==> src/rtl/fp_pkg.sv <==
// Shared widths, constants, flag positions and FSM states for the
// single-precision normalise/round datapath.
package fp_pkg;

  localparam int EXP_W  = 8;
  localparam int FRAC_W = 23;
  localparam int RAW_W  = 28;
  localparam int IEXP_W = 10;
  localparam int FLAG_W = 3;

  localparam logic [IEXP_W-1:0] EXP_BIAS = 10'd127;
  localparam logic [IEXP_W-1:0] EXP_MAX  = 10'd255;
  localparam logic [IEXP_W-1:0] EXP_ONE  = 10'd1;

  localparam int FLAG_OVF = 2;
  localparam int FLAG_UNF = 1;
  localparam int FLAG_INX = 0;

  typedef enum logic [1:0] {
    IDLE,
    SHIFT,
    ROUND,
    DONE
  } state_t;

endpackage

==> src/rtl/fp_round_rne.sv <==
// Combinational round-to-nearest-even and IEEE-754 single packing of a
// normalised (or denormal, exponent 1) raw mantissa.
module fp_round_rne
  import fp_pkg::*;
(
  input  logic              sign,
  input  logic [IEXP_W-1:0] exp_in,
  input  logic [RAW_W-2:0]  mant,
  output logic [31:0]       result,
  output logic [FLAG_W-1:0] flags
);

  logic              guard_bit;
  logic              round_bit;
  logic              sticky_bit;
  logic              lsb_bit;
  logic              inc;
  logic [FRAC_W:0]   sig;
  logic [FRAC_W+1:0] sum;
  logic [IEXP_W-1:0] exp_fin;
  logic [FRAC_W-1:0] frac_fin;

  assign sig        = mant[RAW_W-2:3];
  assign guard_bit  = mant[2];
  assign round_bit  = mant[1];
  assign sticky_bit = mant[0];
  assign lsb_bit    = mant[3];
  assign inc        = guard_bit & (round_bit | sticky_bit | lsb_bit);
  assign sum        = {1'b0, sig} + {{(FRAC_W+1){1'b0}}, inc};

  always_comb begin
    exp_fin  = exp_in;
    frac_fin = sum[FRAC_W-1:0];
    // A carry out renormalises to 1.0; a clear hidden bit marks a denormal.
    if (sum[FRAC_W+1]) begin
      exp_fin  = exp_in + EXP_ONE;
      frac_fin = '0;
    end else if (!sum[FRAC_W]) begin
      exp_fin = '0;
    end

    flags           = '0;
    flags[FLAG_INX] = guard_bit | round_bit | sticky_bit;
    if (exp_fin >= EXP_MAX) begin
      result          = {sign, {EXP_W{1'b1}}, {FRAC_W{1'b0}}};
      flags[FLAG_OVF] = 1'b1;
      flags[FLAG_INX] = 1'b1;
    end else begin
      result          = {sign, exp_fin[EXP_W-1:0], frac_fin};
      flags[FLAG_UNF] = (exp_fin == '0);
    end
  end

endmodule

==> src/rtl/fp_normalize_round.sv <==
// Multi-cycle normaliser: shifts the raw sum one bit per cycle until the
// hidden bit is set (or the exponent floor is hit), then rounds and packs.
module fp_normalize_round
  import fp_pkg::*;
(
  input  logic              clk,
  input  logic              rst,
  input  logic              in_valid,
  output logic              in_ready,
  input  logic              in_sign,
  input  logic [EXP_W-1:0]  in_exp,
  input  logic [RAW_W-1:0]  in_mant,
  output logic              out_valid,
  input  logic              out_ready,
  output logic [31:0]       out_result,
  output logic [FLAG_W-1:0] out_flags
);

  state_t              state_reg;
  logic                sign_reg;
  logic [IEXP_W-1:0]   exp_reg;
  logic [RAW_W-1:0]    mant_reg;
  logic [31:0]         rnd_result;
  logic [FLAG_W-1:0]   rnd_flags;

  assign in_ready = (state_reg == IDLE);

  fp_round_rne u_round (
    .sign   (sign_reg),
    .exp_in (exp_reg),
    .mant   (mant_reg[RAW_W-2:0]),
    .result (rnd_result),
    .flags  (rnd_flags)
  );

  always_ff @(posedge clk) begin
    if (rst) begin
      state_reg  <= IDLE;
      sign_reg   <= 1'b0;
      exp_reg    <= '0;
      mant_reg   <= '0;
      out_valid  <= 1'b0;
      out_result <= '0;
      out_flags  <= '0;
    end else begin
      case (state_reg)
        IDLE: begin
          if (in_valid) begin
            sign_reg <= in_sign;
            exp_reg  <= {{(IEXP_W-EXP_W){1'b0}}, in_exp};
            mant_reg <= in_mant;
            if (in_mant == '0) begin
              state_reg  <= DONE;
              out_valid  <= 1'b1;
              out_result <= {in_sign, 31'b0};
              out_flags  <= '0;
            end else begin
              state_reg <= SHIFT;
            end
          end
        end
        SHIFT: begin
          // Right shift keeps the dropped bit alive in sticky.
          if (mant_reg[RAW_W-1]) begin
            mant_reg <= {1'b0, mant_reg[RAW_W-1:2], mant_reg[1] | mant_reg[0]};
            exp_reg  <= exp_reg + EXP_ONE;
          end else if (!mant_reg[RAW_W-2] && (exp_reg > EXP_ONE)) begin
            mant_reg <= {mant_reg[RAW_W-2:0], 1'b0};
            exp_reg  <= exp_reg - EXP_ONE;
          end else begin
            state_reg <= ROUND;
          end
        end
        ROUND: begin
          out_result <= rnd_result;
          out_flags  <= rnd_flags;
          out_valid  <= 1'b1;
          state_reg  <= DONE;
        end
        DONE: begin
          if (out_ready) begin
            out_valid <= 1'b0;
            state_reg <= IDLE;
          end
        end
        default: state_reg <= IDLE;
      endcase
    end
  end

endmodule

==> config.mk <==
export PLATFORM = sky130hd
export DESIGN_NAME = fp_normalize_round
export DESIGN_NICKNAME = d
export VERILOG_FILES = /design/src/rtl/fp_pkg.sv /design/src/rtl/fp_round_rne.sv /design/src/rtl/fp_normalize_round.sv
export SDC_FILE = /design/constraint.sdc
export NUM_CORES = 1
export LEC_CHECK = 0
export BUFFER_PORTS_ARGS = -buffer_cell sky130_fd_sc_hd__buf_4
export CAP_MARGIN = 20
export CORE_ASPECT_RATIO = 1.25
export CORE_MARGIN = 2
export CORE_UTILIZATION = 43
export DETAILED_ROUTE_END_ITERATION = 8
export PLACE_DENSITY = 0.66
export SETUP_SLACK_MARGIN = 0.4
export SLEW_MARGIN = 15
export SYNTH_ARGS = -nofsm -noshare
export SYNTH_HDL_FRONTEND = slang
export SYNTH_SLANG_ARGS = --single-unit
==> constraint.sdc <==
create_clock -name clk -period 2.7 [get_ports clk]
set_input_delay 0.54 -clock clk [delete_from_list [all_inputs] [get_ports clk]]
set_output_delay 0.54 -clock clk [all_outputs]
set_load 0.02 [all_outputs]
==> results of run 1 <==
## cells by family after synthesis
logic type / count (synthesis) / share of synthesized area (%)
xor gates and xnor gates: 26 / 4.80
muxes: 7 / 1.53
adders and majority gates: 8 / 2.11
and+or+nand+nor: 251 / 25.0
AOI/OAI and AO/OA: 195 / 27.3
DFF: 77 / 32.5
buffers and inverters: 73 / 6.73
## repair_timing
item                                    CTS  global route
cloned                                    1             1
endpoints found under the setup margin   57            63
gates resized for setup                  13            15
setup buffers                             7             6
pin swaps                                 7             6
## synth_stat cells, types with 2 or more instances
library cell,number
nor2_1,93
dfxtp_1,77
a21oi_1,75
nand2_1,71
clkbuf_1,41
a211oi_1,33
o21ai_0,24
nand3_1,20
xnor2_1,20
a32o_1,13
inv_1,13
a22o_1,11
nor4_1,10
nand2b_1,9
nor3_1,9
ha_1,8
a31oi_1,7
buf_1,6
buf_2,6
nand4_1,6
xor2_1,6
a21o_1,5
a22oi_1,5
and2_1,5
mux2i_1,5
and3_1,4
o211ai_1,4
or3_1,4
buf_6,3
clkbuf_2,3
nor3b_1,3
and2_0,2
and4_1,2
mux2_2,2
nand3b_1,2
nor4_2,2
o21a_1,2
o22ai_1,2
o31ai_1,2
or2_2,2
## per-layer routing
| metal | part of all wire [%] | GRT usage [%] | vias to the layer above | wire (microns) |
|---|---|---|---|---|
| met5 | 0 | 0 | - | 0 |
| met4 | 3.8 | 11.6 | 0 | 572 |
| met3 | 3.3 | 3.63 | 39 | 504 |
| met2 | 54 | 47.5 | 126 | 8170 |
| met1 | 39 | 27.9 | 2374 | 5870 |
| li1 | - | - | 2477 | - |
## critical path: stages (launching register included)
cell and delay, ns:
dfxtp_2 0.33, and2_4 0.15, ha_4 0.13, nand4_1 0.14, buf_4 0.19, nor4_4 0.19
buf_4 0.21, nand2_4 0.06, a31oi_4 0.17, o32a_4 0.21, a31oi_4 0.04, nor2b_4 0.17
clkbuf_16 0.17, a32o_1 0.24
## layout make-up
class	count	area, sq um
Clock inverter	5	61.3
Fill cell	980	4350
Sequential cell	77	1550
Multi-Input combinational cell	487	3060
Timing Repair Buffer	149	1210
Tap cell	132	165
Clock buffer	10	229
Inverter	13	48.8
## path summary, 6_finish.rpt
path | slack, ns | startpoint | to | depth (start not counted)
min reg2reg | 0.45 | out_result[29] | out_result[29] | 2
max | 0.18 | mant_reg[3] | out_flags[1] | 13
max reg2reg | 0.18 | mant_reg[3] | out_flags[1] | 13
min | 0.45 | out_result[29] | out_result[29] | 2
## where the power goes
part           switching [W]  internal, W  total [W]
clock               0.000495     0.000715    0.00121
combinational        0.00180      0.00128    0.00309
sequential          0.000245      0.00139    0.00163
## through the flow
stage / area (sq um) / setup WS [ns] / instances / util [%]
floorplan: 4800 / 0.220 / 637 / -
global placement: 5770 / 0.0478 / 843 / 54.1
detailed placement: 5770 / 0.0124 / 843 / 54.1
CTS: 6190 / 0.258 / 866 / 58.0
global route: 6320 / 0.0662 / 873 / 59.2
finish: 6320 / 0.182 / 873 / 59.2
==> impl_metrics.csv, run 1 <==
group,metric,value,unit
timing,worst_pin_slew,0.502,ns
power,irDropWorstVdd,696,uV
worst_setup_path,worstSetupPathType,"flop to flop",
finish,area_growth,33.3,%
timing,fin_setup_tns,0,ns
worst_setup_path,arrival,2.75,ns
clock_network,clk_pin_slew,0.06,ns
die,die_area,11900,sq um
timing,finalHoldViolCount,0,
die,num_rows,42,
die,core_area,10700,sq um
detailed_routing,vias_per_cell,5.75,
worst_setup_path,worstPathRequired,2.93,ns
global_routing,antenna_found_initial,0,
detailed_routing,wl_per_cell,17.3,microns
timing,max_freq,397,MHz
synthesis,synth_area_leaders,"dfxtp_1 (33%), a21oi_1 (7.9%), nor2_1 (7.4%), nand2_1 (5.6%), a211oi_1 (5.2%)",
placed_design,dp_hpwl,11.0,mm
finish,fin_nets,786,
timing,setup_viol,0,
placed_design,portBuffers,77,
synthesis,synth_cells,637,
worst_setup_path,end_kind,"flop",
clock_network,htreeDepth,3,
global_routing,grt_remaining_overflow,0,
synthesis,synth_area_per_cell,7.44,sq um
clock_network,clock_latency,0.34,ns
detailed_routing,drtIter0Drc,324,
finish,mostFrequentLayoutCells,"buf_4 (141), nor2_1 (90), a21oi_1 (73), dfxtp_1 (73), nand2_1 (71)",
outcome,outcome,"finished clean",
synthesis,yosys_most_used_dff,"dfxtp_1",
timing,rsz0062_at_grt,"true",
timing,period_share,93.3,%
finish,final_common_cell,"buf_4",
worst_setup_path,crit_path_start_kind,"flop",
clock_network,clk_path_buf_depth,2,
die,initial_utilization,44.4,%
synthesis,ys_async_sr_fraction,0,%
placed_design,gp_congestion,0.915,
clock_network,cts-buffers-inserted,9,
timing,timing.hold.ws,0.447,ns
global_routing,grt_max_degree,61,
die,io-pin-count,78,
die,dieWidth,97.9,microns
finish,layout-drive-gt1-share,27.8,%
power,cellPowerDensity,938,nW/um^2
timing,maxSlewHeadroom,66.5,%
synthesis,synth_warnings,0,
synthesis,ys_ff_latch,77,
power,finalPower,0.00593,W
global_routing,grt_pass1_vias,4959,
detailed_routing,vias,5016,
synthesis,syn_area,4740,sq um
power,p_leak,2.56,nW
synthesis,ys_types,60,
finish,n_antenna_cell,0,
global_routing,grt_pass1_wl,24.2,mm
clock_network,cts_tree,"yes",
timing,skew,0.00736,ns
finish,largest_reg_flops,32,
hold_path,hp-class,"flop to flop",
clock_network,clock_sinks,77,
synthesis,synth_nets,686,
detailed_routing,drt-pass1-iter-count,5,
synthesis,yosysTopAreaCell,"dfxtp_1",
job,maxCapViolCount,0,
die,die_h,121,microns
synthesis,yosysSeqAreaShare,32.5,%
synthesis,synth_top_area_share,32.5,%
timing,min_period,2.52,ns
worst_setup_path,crit_path_max_fanout,6,
clock_network,cts-root-buf,"clkbuf_16",
global_routing,grtUsageTotal,25.3,%
timing,slew_viol_final,0,
detailed_routing,routed_wl,15.1,mm
synthesis,synth_edf_count,0,
detailed_routing,drc,0,
detailed_routing,drtAntennaViolNets,0,
clock_network,hold_buffers,0,
(Power assumes the default switching activity.)
==> run 2, diff against run 1 <==
--- a/config.mk
+++ b/config.mk
@@ -10,6 +10,7 @@
 export CORE_ASPECT_RATIO = 1.25
 export CORE_MARGIN = 2
 export CORE_UTILIZATION = 43
+export CTS_BUF_LIST = sky130_fd_sc_hd__clkbuf_16
 export DETAILED_ROUTE_END_ITERATION = 8
 export PLACE_DENSITY = 0.66
 export SETUP_SLACK_MARGIN = 0.4
==> run 2 against run 1 <==
Critical path depth is the same. Critical endpoint unchanged. Sequential power hardly changed. Final cell count unchanged.
==> impl_metrics.csv, run 2 (synthesis gave the netlist of run 1 again) <==
group,metric,value,unit
outcome,outcome,"finished clean",
worst_setup_path,worstSetupPathType,"flop to flop",
timing,period_share,93.3,%
die,die_h,121,microns
timing,slew_viol_final,0,
clock_network,cts_tree,"yes",
global_routing,grt_pass1_wl,24.2,mm
clock_network,clock_latency,0.34,ns
detailed_routing,routed_wl,15.1,mm
die,core_area,10700,sq um
clock_network,cts-buffers-inserted,9,
placed_design,dp_hpwl,11.0,mm
clock_network,htreeDepth,3,
die,initial_utilization,44.4,%
finish,final_common_cell,"buf_4",
detailed_routing,drc,0,
clock_network,cts-root-buf,"clkbuf_16",
timing,fin_setup_tns,0,ns
die,num_rows,42,
timing,max_freq,397,MHz
finish,largest_reg_flops,32,
clock_network,clock_sinks,77,
finish,fin_nets,786,
detailed_routing,wl_per_cell,17.3,microns
clock_network,clk_pin_slew,0.06,ns
global_routing,grt_pass1_vias,4959,
timing,timing.hold.ws,0.447,ns
timing,min_period,2.52,ns
placed_design,place_ws,0.0124,ns
timing,setup_viol,0,
detailed_routing,vias_per_cell,5.74,
worst_setup_path,crit_path_start_kind,"flop",
clock_network,clk_path_buf_depth,2,
power,finalPower,0.00593,W
timing,rsz0062_at_grt,"true",
die,die_area,11900,sq um
worst_setup_path,arrival,2.75,ns
power,p_leak,2.56,nW
timing,skew,0.00737,ns
timing,worst_pin_slew,0.502,ns
placed_design,gp_congestion,0.915,
placed_design,portBuffers,77,
global_routing,grt_remaining_overflow,0,
hold_path,hp-class,"flop to flop",
power,cellPowerDensity,938,nW/um^2
finish,final_cells,873,
finish,n_antenna_cell,0,
global_routing,antenna_found_initial,0,
finish,mostFrequentLayoutCells,"buf_4 (141), nor2_1 (90), a21oi_1 (73), dfxtp_1 (73), nand2_1 (71)",
detailed_routing,drt-pass1-iter-count,5,
die,io-pin-count,78,
timing,setup_ws,0.182,ns
placed_design,placed_cells,843,
global_routing,grtUsageTotal,25.3,%
finish,fillers,980,
worst_setup_path,worstPathRequired,2.93,ns
finish,layout-drive-gt1-share,27.8,%
detailed_routing,drtIter0Drc,323,
timing,finalHoldViolCount,0,
detailed_routing,vias,5013,
power,irDropWorstVdd,696,uV
timing,maxSlewHeadroom,66.5,%
detailed_routing,drtAntennaViolNets,0,
worst_setup_path,end_kind,"flop",
global_routing,grt_max_degree,61,
clock_network,hold_buffers,0,
finish,area_growth,33.3,%
die,dieWidth,97.9,microns
job,maxCapViolCount,0,
worst_setup_path,crit_path_max_fanout,6,
run 2: cell types whose count changed in the layout (fill, tap and decap cells not counted):
| cell | previous run | this run |
|---|---|---|
| clkbuf_1 | 1 | 0 |
| inv_1 | 13 | 14 |
run 2: repair_timing:
action | in CTS | in global routing
buffers inserted | 7 | 6
endpoints found under the setup margin | 57 | 63
pin swaps | 7 | 6
resized for setup | 13 | 15
endpoints found under the hold margin | 0 | 0
cloned | 1 | 1
run 2: report_power, final:
group / switching [W] / total (W) / internal [W]
registers: 0.000245 / 0.00163 / 0.00139
clock network: 0.000496 / 0.00121 / 0.000711
logic: 0.00180 / 0.00309 / 0.00128
run 2: area by class of cell:
type / count / area, sq um / area share (%)
Clock inverter: 6 / 65.1 / 1.03
Sequential cell: 77 / 1550 / 24.5
Clock buffer: 9 / 225 / 3.56
Inverter: 13 / 48.8 / 0.772
Timing Repair Buffer: 149 / 1210 / 19.1
Tap cell: 132 / 165 / 2.61
Multi-Input combinational cell: 487 / 3060 / 48.4
run 2: worst paths after layout:
kind / from / end / slack (ns) / cells past startpoint
worst min register to register: out_result[29] / out_result[29] / 0.45 / 2
worst max register to register: mant_reg[3] / out_flags[1] / 0.18 / 13
worst min-delay path: out_result[29] / out_result[29] / 0.45 / 2
worst max-delay path: mant_reg[3] / out_flags[1] / 0.18 / 13
run 2: worst max-delay path, stage by stage, from the launching register on:
cell and delay [ns]:
dfxtp_2 0.33, and2_4 0.15, ha_4 0.13, nand4_1 0.14, buf_4 0.19, nor4_4 0.19
buf_4 0.21, nand2_4 0.06, a31oi_4 0.17, o32a_4 0.21, a31oi_4 0.04, nor2b_4 0.17
clkbuf_16 0.17, a32o_1 0.24
run 2: layer usage:
layer  up-vias  part of all wire (%)  GRT usage [%]
li1       2476                     -              -
met1      2375                    39           27.9
met2       124                    54           47.5
met3        38                   3.4           3.63
met4         0                   3.7           11.6
met5         -                     0              0
run 2: stage by stage:
stage / cell area (sq um) / utilization [%]
final: 6320 / 59.2
after global placement: 5770 / 54.1
after detailed placement: 5770 / 54.1
after CTS: 6190 / 58.0
after floorplan: 4800 / -
after global routing: 6320 / 59.2
==> run 3, diff against run 2 <==
==> constraint.sdc (replaced) <==
create_clock -name clk -period 2.7 [get_ports clk]
set_input_delay 0.405 -clock clk [delete_from_list [all_inputs] [get_ports clk]]
set_output_delay 0.405 -clock clk [all_outputs]
set_load 0.02 [all_outputs]
==> run 3 against run 2 <==
Die area unchanged. Clock power about the same. Sequential share of layout area decreased by 0.13 points. Sequential power about the same. Clock-buffer cell count unchanged. Total power increased by 1.3%. Critical endpoint is now out_result[11].
==> impl_metrics.csv, run 3 (synthesis gave the netlist of run 1 again) <==
group,metric,value,unit
power,cellPowerDensity,943,nW/um^2
global_routing,antenna_found_initial,0,
timing,setup_viol,0,
clock_network,clock_latency,0.35,ns
clock_network,htreeDepth,3,
global_routing,grt_pass1_wl,23.7,mm
clock_network,clk_pin_slew,0.07,ns
timing,skew,0.00812,ns
finish,layout-drive-gt1-share,28.1,%
timing,max_freq,388,MHz
hold_path,hp-class,"input port to flop",
finish,fillers,978,
clock_network,clock_sinks,77,
die,die_h,121,microns
die,io-pin-count,78,
die,initial_utilization,44.4,%
timing,worst_pin_slew,0.543,ns
finish,fin_nets,787,
power,irDropWorstVdd,607,uV
finish,mostFrequentLayoutCells,"buf_4 (140), nor2_1 (90), a21oi_1 (73)",
detailed_routing,routed_wl,15.3,mm
worst_setup_path,r2r_start,"mant_reg[2]",
timing,timing.hold.ws,0.335,ns
job,maxCapViolCount,0,
die,core_area,10700,sq um
placed_design,portBuffers,77,
placed_design,placed_cells,839,
clock_network,cts_tree,"yes",
hold_path,hp-start,"in_sign",
detailed_routing,wl_per_cell,17.5,microns
timing,rsz0062_at_grt,"true",
detailed_routing,drtAntennaViolNets,0,
worst_setup_path,crit_path_start_kind,"flop",
power,p_leak,2.57,nW
clock_network,cts-root-buf,"clkbuf_16",
finish,final_common_cell,"buf_4",
global_routing,grt_remaining_overflow,0,
placed_design,gp_congestion,0.954,
finish,area_growth,34.3,%
worst_setup_path,worstRegToRegCells,12,
clock_network,cts-buffers-inserted,9,
hold_path,holdPathStages,3,
timing,finalHoldViolCount,0,
detailed_routing,vias,5171,
die,dieWidth,97.9,microns
worst_setup_path,crit_path_max_fanout,6,
placed_design,dp_hpwl,10.8,mm
timing,maxSlewHeadroom,63.7,%
timing,slew_viol_final,0,
worst_setup_path,worstPathRequired,2.94,ns
die,num_rows,42,
worst_setup_path,arrival,2.82,ns
timing,min_period,2.58,ns
detailed_routing,vias_per_cell,5.91,
finish,largest_reg_flops,32,
finish,n_antenna_cell,0,
worst_setup_path,reg2reg_to,"out_result[11]",
global_routing,grtUsageTotal,25.0,%
timing,period_share,95.5,%
clock_network,clk_path_buf_depth,2,
die,die_area,11900,sq um
worst_setup_path,r2r_setup_slack,0.12,ns
worst_setup_path,cp_cell_sequence,"and2_4 -> ha_4 -> nand4_1 -> nor4_4 -> and2_4 -> nand2_1 -> o21ai_4 -> a31oi_4 -> nor2b_4 -> buf_12 -> buf_12 -> a32o_1",
detailed_routing,drtIter0Drc,417,
global_routing,grt_pass1_vias,4879,
outcome,outcome,"finished clean",
worst_setup_path,slowest_delay,0.35,ns
detailed_routing,drc,0,
worst_setup_path,worstSetupPathType,"flop to flop",
global_routing,grt_max_degree,58,
finish,final_cells,875,
detailed_routing,drt-pass1-iter-count,7,
hold_path,min_to,"sign_reg",
worst_setup_path,end_kind,"flop",
worst_setup_path,crit_path_top_delay_cell,"nor4_4",
-- run 3: layout make-up --
type                    count  area (sq um)  share of cell area (%)
clock inverters             7          65.1                    1.02
repair buffers            150          1270                    20.0
well taps                 132           165                    2.59
inverters                  13          48.8                   0.766
flip-flops and latches     77          1560                    24.4
clock buffers               9           225                    3.54
multi-input cells         487          3040                    47.7
-- run 3: worst max-delay path by stage --
stage / start / to / slack (ns) / cells past startpoint
2_1_floorplan: mant_reg[2] / out_result[11] / 0.22 / 12
3_3_place_gp: mant_reg[2] / out_flags[1] / 0.08 / 10
3_5_place_dp: mant_reg[2] / out_result[1] / 0.02 / 11
4_1_cts: mant_reg[2] / out_flags[1] / 0.17 / 13
5_1_grt: mant_reg[2] / out_flags[1] / -0.001 / 13
6_report: mant_reg[2] / out_result[11] / 0.12 / 12
-- run 3: per-layer routing --
layer  GRT usage, %  vias to the layer above  part of all wire (%)
li1               -                     2479                     -
met4           14.2                        0                   4.6
met2           46.8                      163                    53
met1           27.1                     2487                    39
met5              0                        -                     0
met3           2.42                       42                   3.4
-- run 3: what timing repair did --
item                                   4_1_cts  5_1_grt
hold buffers                                 0        0
buffers inserted                            13        4
pin swaps                                   20        3
gates cloned                                 2        1
gates resized for setup                     15       12
setup endpoints to repair                   62       67
endpoints found under the hold margin        0        0
-- run 3: metrics by stage --
step / utilization, % / instance area [sq um] / TNS, ns / setup slack, ns / total power [W]
4_1_cts: 58.7 / 6270 / 0 / 0.174 / 0.00582
5_1_grt: 59.7 / 6370 / -0.00122 / -0.00122 / 0.00637
3_3_place_gp: 53.8 / 5740 / 0 / 0.0781 / 0.00449
6_report: 59.7 / 6370 / 0 / 0.121 / 0.00601
3_5_place_dp: 53.8 / 5740 / 0 / 0.0246 / 0.00455
2_1_floorplan: - / 4800 / 0 / 0.220 / 0.00356
-- run 3: where the power goes --
group	internal, W	switching [W]	leakage, nW
clock	0.000648	0.000574	0.142
sequential	0.00139	0.000268	0.632
combinational	0.00131	0.00182	1.80
total	0.00335	0.00266	2.57
-- run 3: worst max-delay path, delay by kind of cell, from the launching register on --
| family | cells | cell delay [ns] |
|---|---|---|
| compound gates | 3 | 0.55 |
| buf+inv | 2 | 0.26 |
| fa+ha+maj | 1 | 0.12 |
| simple gates | 6 | 1.20 |
| flops | 1 | 0.34 |
